### config.mk
export PLATFORM = sky130hd
export DESIGN_NAME = room_plant
export DESIGN_NICKNAME = d
export VERILOG_FILES = /design/src/rtl/room_plant.sv
export SDC_FILE = /design/constraint.sdc
export NUM_CORES = 1
export LEC_CHECK = 0
export BUFFER_PORTS_ARGS = -buffer_cell sky130_fd_sc_hd__buf_2
export CAP_MARGIN = 20
export CORE_MARGIN = 2
export CORE_UTILIZATION = 63
export CTS_BUF_LIST = sky130_fd_sc_hd__clkbuf_4 sky130_fd_sc_hd__clkbuf_8 sky130_fd_sc_hd__clkbuf_16
export CTS_CLUSTER_DIAMETER = 50
export DETAILED_ROUTE_END_ITERATION = 12
export PLACE_DENSITY = 0.84
export RECOVER_POWER = 50
export SLEW_MARGIN = 0
export SYNTH_ARGS = -nofsm -noshare
export SYNTH_HDL_FRONTEND = slang
export SYNTH_SLANG_ARGS = --single-unit
### constraint.sdc
create_clock -name clk_i -period 5.1 [get_ports clk_i]
set_clock_uncertainty 0.15 [all_clocks]
set_input_delay 0.255 -clock clk_i [delete_from_list [all_inputs] [get_ports clk_i]]
set_output_delay 0.255 -clock clk_i [all_outputs]
set_load 0.005 [all_outputs]
### src/rtl/room_plant.sv
// room_plant: behavioural thermal plant for closed-loop thermostat benches.
// The temperature rises while heating, falls while cooling and drifts toward
// T_AMB when neither command is active. Each mode has its own step rate.
module room_plant #(
  parameter logic [4:0]  T_INIT    = 5'd25,
  parameter logic [4:0]  T_AMB     = 5'd20,
  parameter int unsigned HEAT_DIV  = 4,
  parameter int unsigned COOL_DIV  = 4,
  parameter int unsigned DRIFT_DIV = 16
) (
  input  logic       clk_i,
  input  logic       rst_i,
  input  logic       heat_i,
  input  logic       cool_i,
  input  logic       ld_i,
  input  logic [4:0] ld_val_i,
  output logic [4:0] troom_o,
  output logic       step_o,
  output logic       conflict_o
);

  typedef enum logic [1:0] {
    DRIFT,
    HEAT,
    COOL
  } mode_t;

  // Terminal counts; a DIV of 256 maps onto 8'hFF, so cnt never overflows.
  localparam logic [7:0] HEAT_LAST  = 8'(HEAT_DIV - 1);
  localparam logic [7:0] COOL_LAST  = 8'(COOL_DIV - 1);
  localparam logic [7:0] DRIFT_LAST = 8'(DRIFT_DIV - 1);

  mode_t      mode_q;
  mode_t      mode_d;
  logic [7:0] cnt_q;
  logic [7:0] cnt_d;
  logic [7:0] cnt_last;
  logic [4:0] troom_q;
  logic [4:0] troom_d;
  logic [4:0] troom_step;
  logic       step_d;

  // Mode register: follows the decoded command every edge.
  always_ff @(posedge clk_i or posedge rst_i) begin
    if (rst_i) begin
      mode_q <= DRIFT;
    end else begin
      mode_q <= mode_d;
    end
  end

  // Command decode: both or neither command active means drift.
  always_comb begin
    mode_d = DRIFT;
    if (heat_i && !cool_i) begin
      mode_d = HEAT;
    end else if (cool_i && !heat_i) begin
      mode_d = COOL;
    end
  end

  // Rate selection and the saturating target temperature for the current mode.
  always_comb begin
    cnt_last   = DRIFT_LAST;
    troom_step = troom_q;
    unique case (mode_q)
      HEAT: begin
        cnt_last = HEAT_LAST;
        if (troom_q != 5'd31) begin
          troom_step = troom_q + 5'd1;
        end
      end
      COOL: begin
        cnt_last = COOL_LAST;
        if (troom_q != 5'd0) begin
          troom_step = troom_q - 5'd1;
        end
      end
      default: begin
        if (troom_q < T_AMB) begin
          troom_step = troom_q + 5'd1;
        end else if (troom_q > T_AMB) begin
          troom_step = troom_q - 5'd1;
        end
      end
    endcase
  end

  // Next-state datapath: load, then mode-change clear, then step, then count.
  always_comb begin
    cnt_d   = cnt_q + 8'd1;
    troom_d = troom_q;
    step_d  = 1'b0;
    if (ld_i) begin
      cnt_d   = '0;
      troom_d = ld_val_i;
    end else if (mode_d != mode_q) begin
      cnt_d = '0;
    end else if (cnt_q == cnt_last) begin
      // A blocked step (saturated or at ambient) still restarts the count.
      cnt_d   = '0;
      troom_d = troom_step;
      step_d  = (troom_step != troom_q);
    end
  end

  // Datapath and output registers.
  always_ff @(posedge clk_i or posedge rst_i) begin
    if (rst_i) begin
      cnt_q      <= '0;
      troom_q    <= T_INIT;
      step_o     <= 1'b0;
      conflict_o <= 1'b0;
    end else begin
      cnt_q      <= cnt_d;
      troom_q    <= troom_d;
      step_o     <= step_d;
      conflict_o <= heat_i & cool_i;
    end
  end

  assign troom_o = troom_q;

endmodule
; After elaboration in Yosys (flattened, before gate mapping)
; Cells that the tools add are included.
[totals]
ff_bits = 17
out_inout_bits = 7
wordCells = 43
[classes]
addsub = 3
magnitude_cmp = 2
eq_ne = 7
n_mux = 17
bitwise = 1
n_reduce_logical = 8
[op_table]
columns = cell, n
row1 = two-way mux 5 bit, 7
row2 = two-way mux 8 bit, 3
row3 = case mux 5 bit (2 select lines), 1
row4 = adder 8 x 1 -> 8 bit (second input constant), 1
row5 = equality test 8 bit, 1
row6 = adder 5 x 1 -> 5 bit (second input constant), 1
row7 = > comparator 5 bit (second input constant), 1
row8 = less-than comparator 5 bit (second input constant), 1
row9 = inequality test 5 bit, 1
row10 = inequality test 5 bit (second input constant), 1
row11 = nonzero test 5 bit, 1
row12 = subtractor 5 x 1 -> 5 bit (second input constant), 1
row13 = two-way mux 2 bit, 2
row14 = two-way mux 4 bit, 1
row15 = two-way mux 1 bit, 3
row16 = equality test 2 x 1 -> 1 bit (second input constant), 1
row17 = equality test 2 bit (second input constant), 1
row18 = logical AND 1 bit, 2
row19 = logical NOT 1 bit, 2
row20 = inequality test 2 bit, 1
row21 = inequality test 2 bit (second input constant), 1
row22 = AND reduction 2 bit, 1
row23 = nonzero test 2 bit, 1
row24 = OR reduction 2 bit, 1
row25 = AND 1 bit, 1

; Logic depth before layout (Yosys ltp)
; Gate-level depths: netlist (run 1).
[depth]
word_depth = 8
mapped_depth = 10

; Worst setup path after synthesis (run 1)
; No wires, ideal clock.
[synth_timing]
path_kind = register -> register
from = register troom_q[0], in the netlist troom_o[0]
to = register step_o
setup_ns = 0.126
t_arrival_ns = 2.469
required_time_ns = 4.824
setup_slack_ns = 2.355
path_stages_with_launch = 9
n_path_buf = 1
path_cell_list = dfstp_2 -> clkbuf_1 -> inv_1 -> ha_1 -> xor2_1 -> o311ai_0 -> o2111a_1 -> a21oi_1 -> o311a_1
[synth_between]
elab_chain_cells = 8
[synth_lines]
columns = item, line_no
row1 = "start, declared", 38  ; logic [4:0] troom_q;
row2 = "start signal, assigned", 116  ; troom_q <= troom_d;
row3 = subtractor 5 x 1 -> 5 bit or > comparator 5 bit (tied branches), "76, 83, 82"
row4 = two-way mux 5 bit, 82  ; end else if (troom_q > T_AMB) begin
row5 = two-way mux 5 bit, 80  ; if (troom_q < T_AMB) begin
row6 = case mux 5 bit (2 select lines), 66  ; unique case (mode_q)
row7 = inequality test 5 bit (*), 103  ; step_d = (troom_step != troom_q);
row8 = two-way mux 1 bit (*), 99  ; end else if (cnt_q == cnt_last) begin
row9 = two-way mux 1 bit (*), 97  ; end else if (mode_d != mode_q) begin
row10 = two-way mux 1 bit (*), 94  ; if (ld_i) begin
row11 = named net step_d, 41  ; logic step_d;
row12 = "end signal, assigned", 117  ; step_o <= step_d;
row13 = "end, declared", 18  ; output logic step_o,
; The timed path passes the listed nets; every way through them passes the cells marked *.
; A chain may end at the register's enable or synchronous reset.

; Worst setup path in the final report (run 1)
[layout_timing]
from = register mode_q[0]
to = register troom_q[1], in the netlist troom_o[1]
[layout_between]
elab_chain_cells = 6
[layout_lines]
columns = item, line_no
row1 = "start, declared", 33  ; mode_t mode_q;
row2 = "start signal, assigned", 48  ; mode_q <= mode_d;
row3 = equality test 2 bit or equality test 2 x 1 -> 1 bit (tied branches), 66
row4 = OR reduction 2 bit (no line), -
row5 = two-way mux 4 bit, 66
row6 = equality test 8 bit, 99
row7 = nonzero test 2 bit (no line), -
row8 = AND reduction 2 bit (no line), -
; Parallel ways exist; a longest one is shown, timed or not. The select of a mux whose other input is x is not followed.

==> results of run 1 <==
[power breakdown]
| group | total [mW] | leakage, nW | internal (mW) | switching [mW] |
|---|---|---|---|---|
| logic | 0.113 | 0.500 | 0.0492 | 0.0639 |
| clock network | 0.0854 | 0.0139 | 0.0300 | 0.0554 |
| registers | 0.160 | 0.219 | 0.142 | 0.0177 |
[layout make-up]
| cell class | instances | area [sq um] | share of cell area, % |
|---|---|---|---|
| Timing Repair Buffer | 23 | 148 | 8.77 |
| Multi-Input combinational cell | 142 | 977 | 58.1 |
| Sequential cell | 17 | 429 | 25.5 |
| Tap cell | 28 | 35.0 | 2.08 |
| Clock inverter | 1 | 7.51 | 0.446 |
| Inverter | 17 | 63.8 | 3.79 |
| Clock buffer | 3 | 22.5 | 1.34 |
[path summary, 6_finish.rpt]
kind / start / endpoint / slack (ps) / cells past startpoint
setup / recovery: mode_q[0] / troom_o[1] / 2210 / 7
hold / removal: ld_val_i[1] / troom_o[1] / 20 / 3
max in group asynchronous: rst_i / cnt_q[6] / 3920 / 3
hold reg to reg: cnt_q[0] / cnt_q[0] / 370 / 1
min in group asynchronous: rst_i / troom_o[1] / 430 / 3
setup reg to reg: mode_q[0] / troom_o[1] / 2210 / 7
[metrics by stage]
step | hold slack (ps) | instance area, sq um | worst slack (ps) | power, mW
floorplan | 28.9 | 1530 | 2350 | 0.242
global placement | 228 | 1590 | 2360 | 0.264
detailed placement | 250 | 1590 | 2310 | 0.268
CTS | 12.9 | 1690 | 2290 | 0.356
global route | 22.4 | 1680 | 2010 | 0.377
finish | 17.3 | 1680 | 2210 | 0.359
[Yosys cell counts, types with 4 or more instances]
master	n	area share, %
o21ai_0	6	2.0
xor2_1	5	2.9
nand2_1	17	4.2
ha_1	8	6.6
nand2b_1	5	2.0
a21oi_1	9	2.9
nand4_1	6	2.5
dfrtp_1	14	23
a31oi_1	5	2.0
clkbuf_1	7	1.7
inv_1	17	4.2
nand3_1	9	2.9
nor2_1	12	2.9
mux2i_1	4	2.6
[layer usage]
layer | vias up | wire (um) | GRT usage (%)
li1 | 721 | - | -
met5 | - | 0 | 0
met2 | 83 | 1780 | 50.8
met3 | 13 | 347 | 5.93
met4 | 0 | 106 | 20.5
met1 | 729 | 1740 | 40.8
[cells by family (layout without fill, tap and decap cells)]
logic type,Yosys count,count (layout),synth area share (%)
buffers and inverters,28,44,7.94
adders and majority gates,8,8,6.55
and+or+nand+nor,70,70,24.7
DFF,17,17,28.1
AOI/OAI and AO/OA,51,51,23.8
muxes,6,6,4.83
xor gates and xnor gates,7,7,4.01
[worst register-to-register path, delay by kind of cell (launching register included)]
kind	cells	cell delay (ps)
AOI/OAI and AO/OA	4	1330
adders and majority gates	1	480
buffers and inverters	2	450
DFF	1	420
[state kept, by name, summed over array words and instances (netlist names)]
| register | flops |
|---|---|
| cnt_q | 8 |
| troom_o | 5 |
| mode_q | 2 |
| conflict_o | 1 |
| step_o | 1 |
[repair_timing]
action,CTS,global route
buffers inserted,0,0
hold endpoints to repair,20,0
gates resized for setup,0,0
hold buffers,7,0
==> flow_metrics.env, run 1 <==
export IMPL_cts_tree="done"
export IMPL_syn_to_final_growth_pct=10.2
export IMPL_cp_top_family="compound AO/OA/AOI/OAI gates"
export IMPL_setup_viol=0
export IMPL_cts_buffers=3
export IMPL_ir_worst_vdd_v=0.000217
export IMPL_drt_first_iter_violations=83
export IMPL_antenna_found_initial=0
export IMPL_slew_violations=0
export IMPL_p_per_area_nw_per_um2=213
export IMPL_path_max_fanout=14
export IMPL_grt_overflow_total=0
export IMPL_post_drt_via_cell_ratio=6.69
export IMPL_cp_cell_sequence="inv_1 > ha_1 > inv_1 > o2111ai_1 > a21oi_1 > o311ai_0 > a31oi_1"
export IMPL_worst_pin_slew_ps=702
export IMPL_cts_path_max_buffers=2
export IMPL_nets=222
export IMPL_drc=0
export IMPL_cp_required_ps=5210
export IMPL_diodes=0
export IMPL_grt_pass1_wl_mm=6.52
export IMPL_path_buf_inv=2
export IMPL_die_area_sq_um=2840
export IMPL_clk_pin_slew_ps=130
export IMPL_synth_warnings=0
export IMPL_grt_usage_pct=32.5
export IMPL_clock_sinks=17
export IMPL_gp_congestion=1.04
export IMPL_avgSynthCellArea_sq_um=8.17
export IMPL_stdcell_count=231
export IMPL_io_buffers=16
export IMPL_core_area_sq_um=2250
export IMPL_grt_pass1_vias=1471
export IMPL_maxCapViolations=0
export IMPL_cp_slowest_cell="ha_1"
export IMPL_pin_count=17
export IMPL_layout_common_cells="inv_1, nand2_1, dfrtp_1, buf_2, nor2_1"
export IMPL_dr_pass1_iters=5
export IMPL_status="complete, no violations"
export IMPL_final_setup_tns_ps=0
export IMPL_fmax_ghz=0.346
export IMPL_finalWirelength_mm=3.97
export IMPL_synth_edf_count=0
export IMPL_syn_num_nets=205
export IMPL_root_buffer="clkbuf_4"
export IMPL_max_slew_margin_pct=53.1
export IMPL_arrival_ps=2990
export IMPL_syn_area_sq_um=1530
export IMPL_synth_seq_area_share_pct=28.1
export IMPL_hold_violations=0
export IMPL_drive_above_1_share_pct=12.8
export IMPL_cp_common_cell="inv_1"
export IMPL_worstSetupPathType="reg2reg"
export IMPL_syn_inst=187
export IMPL_vias=1546
export IMPL_routedWlPerCell_um=17.2
export IMPL_rows=17
export IMPL_insertion_delay_ps=320
export IMPL_hpwl_mm=2.72
export IMPL_nFillCells=175
export IMPL_grt_max_degree=20
export IMPL_dpl_cell_count=220
export IMPL_hp_class="in2reg"
export IMPL_ys_seq_elements=17
export IMPL_period_needed_ps=2890
export IMPL_synthArstFlopShare_pct=100
export IMPL_startpoint_type="flop"
export IMPL_yosys_most_used_dff="dfrtp_1"
export IMPL_endpoint_kind="flop"
export IMPL_final_util_pct=74.6
export IMPL_fin_crit_sh_pct=56.6
export IMPL_die_w_um=53.2
export IMPL_dieHeight_um=53.2
export IMPL_synth_cell_types=55
export IMPL_drtAntennaViolNets=0
export IMPL_slowest_delay_ps=480
export IMPL_htreeDepth=1
export IMPL_power_leakage_nw=0.732
export IMPL_rsz0062_at_grt="no"
export IMPL_start_util_pct=67.8
(Power assumes the default switching activity.)
==> run 2: changes to the inputs <==
Settings changed: CORE_UTILIZATION 63 to 53, PLACE_DENSITY 0.84 to 0.75.
Clock period 5.1 ns to 2.53 ns, I/O delays scaled along.
==> run 2 against run 1 <==
Die area grew 17%; first-iteration DRC count grew 36%; critical path depth is the same; sequential share of layout area shrank 2.8 points; sequential cell count is the same; via count grew 5.4%; cell count grew 10%; clock power grew 79%; maximum frequency grew 17%; count of clock-buffer cells in the layout is the same; cell area grew 13%; critical endpoint is now step_o.
==> flow_metrics.env, run 2 (same netlist as run 1, synthesis figures left out) <==
export IMPL_grt_max_degree=19
export IMPL_grt_pass1_vias=1617
export IMPL_fin_crit_sh_pct=97.4
export IMPL_placed_area_sq_um=1720
export IMPL_start_util_pct=55.4
export IMPL_cts_buffers=3
export IMPL_maxCapViolations=0
export IMPL_period_needed_ps=2460
export IMPL_dieHeight_um=57.7
export IMPL_diodes=0
export IMPL_root_buffer="clkbuf_4"
export IMPL_fmax_ghz=0.406
export IMPL_die_w_um=57.7
export IMPL_pwr_share_clk_pct=20.1
export IMPL_slew_violations=0
export IMPL_pin_count=17
export IMPL_drtAntennaViolNets=0
export IMPL_clk_pin_slew_ps=110
export IMPL_grt_overflow_total=0
export IMPL_power_switching_uw=280
export IMPL_largest_reg_flops=8
export IMPL_p_per_area_nw_per_um2=401
export IMPL_final_setup_tns_ps=0
export IMPL_endpoint_kind="flop"
export IMPL_status="complete, no violations"
export IMPL_hold_violations=0
export IMPL_setup_viol=0
export IMPL_max_slew_margin_pct=54.5
export IMPL_reg2reg_from="troom_o[0]"
export IMPL_regArea_sq_um=430
export IMPL_hp_class="in2async"
export IMPL_cts_tree="done"
export IMPL_internal_power_uw=483
export IMPL_power_total_uw=763
export IMPL_vias=1629
export IMPL_nets=243
export IMPL_routedWlPerCell_um=17.2
export IMPL_path_max_fanout=7
export IMPL_core_area_sq_um=2760
export IMPL_final_util_pct=68.9
export IMPL_setup_ws_ps=66.6
export IMPL_finalWirelength_mm=4.38
export IMPL_hpwl_mm=3.16
export IMPL_cts_path_max_buffers=2
export IMPL_drive_above_1_share_pct=23.2
export IMPL_startpoint_type="flop"
export IMPL_post_drt_via_cell_ratio=6.39
export IMPL_io_buffers=16
export IMPL_critical_path_startpoint="troom_o[0]"
export IMPL_worstSetupPathType="reg2reg"
export IMPL_worst_pin_slew_ps=681
export IMPL_grt_pass1_wl_mm=7.24
export IMPL_fin_area_sq_um=1900
export IMPL_rows=19
export IMPL_die_area_sq_um=3330
export IMPL_largest_register="cnt_q"
export IMPL_power_leakage_nw=0.836
export IMPL_cp_required_ps=2580
export IMPL_multi_input_area_sq_um=1020
export IMPL_dr_pass1_iters=4
export IMPL_p_seq_share_pct=41.3
export IMPL_insertion_delay_ps=300
export IMPL_layout_common_cells="nand2_1, buf_4, inv_1, buf_2, dfrtp_1"
export IMPL_ir_worst_vdd_v=0.000444
export IMPL_pre_cts_ws_ps=64.3
export IMPL_grt_usage_pct=28.1
export IMPL_drc=0
export IMPL_nFillCells=242
export IMPL_htreeDepth=1
export IMPL_rsz0062_at_grt="no"
export IMPL_gp_congestion=1.03
export IMPL_syn_to_final_growth_pct=24.3
export IMPL_arrival_ps=2510
export IMPL_antenna_found_initial=0
export IMPL_p_sw_share_pct=36.7
export IMPL_clock_sinks=17
export IMPL_drt_first_iter_violations=113
export IMPL_combPwrFrac_pct=38.6
-- run 2: cell count changes in the layout (fill, tap and decap cells not counted), moves of 2 or more --
cell	before	now
buf_4	0	17
dlygate4sd3_1	7	11
ha_1	8	5
ha_4	0	2
inv_1	17	15
inv_2	0	2
-- run 2: power groups by stage --
stage               clock network [mW]  registers, mW  logic, mW
detailed placement                   0          0.317      0.264
global route                     0.164          0.318      0.323
floorplan                            0          0.303      0.191
global placement                     0          0.316      0.256
finish                           0.153          0.315      0.294
CTS                              0.156          0.312      0.278
-- run 2: final timing paths --
check	to	slack, ps	cells past startpoint
worst min-delay path	mode_q[0]	310	3
worst min register to register	cnt_q[0]	350	1
worst max-delay path	step_o	70	7
min in group clk_i	cnt_q[0]	350	1
worst max register to register	step_o	70	7
max in group asynchronous	troom_o[1]	1450	3
-- run 2: area by class of cell --
type | count | area share (%)
clock buffer | 3 | 1.19
timing repair buffer | 44 | 16.6
clock inverter | 1 | 0.264
sequential | 17 | 22.7
tap | 31 | 2.04
multi-input combinational | 142 | 53.9
inverter | 17 | 3.36
-- run 2: per-layer routing --
layer | vias to the layer above | GRT usage [%] | routed length (um)
met5 | - | 0 | 0
met4 | 0 | 14.6 | 131
met3 | 17 | 8.26 | 450
met2 | 102 | 43.7 | 1960
met1 | 748 | 35.3 | 1840
li1 | 762 | - | -
-- run 2: per-stage QoR --
step	instances	hold WS, ps
2_1_floorplan	187	-99.6
3_3_place_gp	239	85.6
3_5_place_dp	239	113
4_1_cts	254	324
5_1_grt	255	393
6_report	255	307
-- run 2: timing repair --
item | in CTS | in global routing
endpoints found under the setup margin | 0 | 2
buffers inserted | 0 | 1
gates resized for setup | 0 | 9
hold endpoints to repair | 22 | 0
hold buffers | 11 | 0
-- run 2: critical path, cell delays in order, from the launching register on --
cell      delay, ps
dfstp_2         620
inv_2           100
ha_1            230
xor2_1          140
o311ai_1        470
o2111a_1        280
a21oi_1          50
o311a_1         320
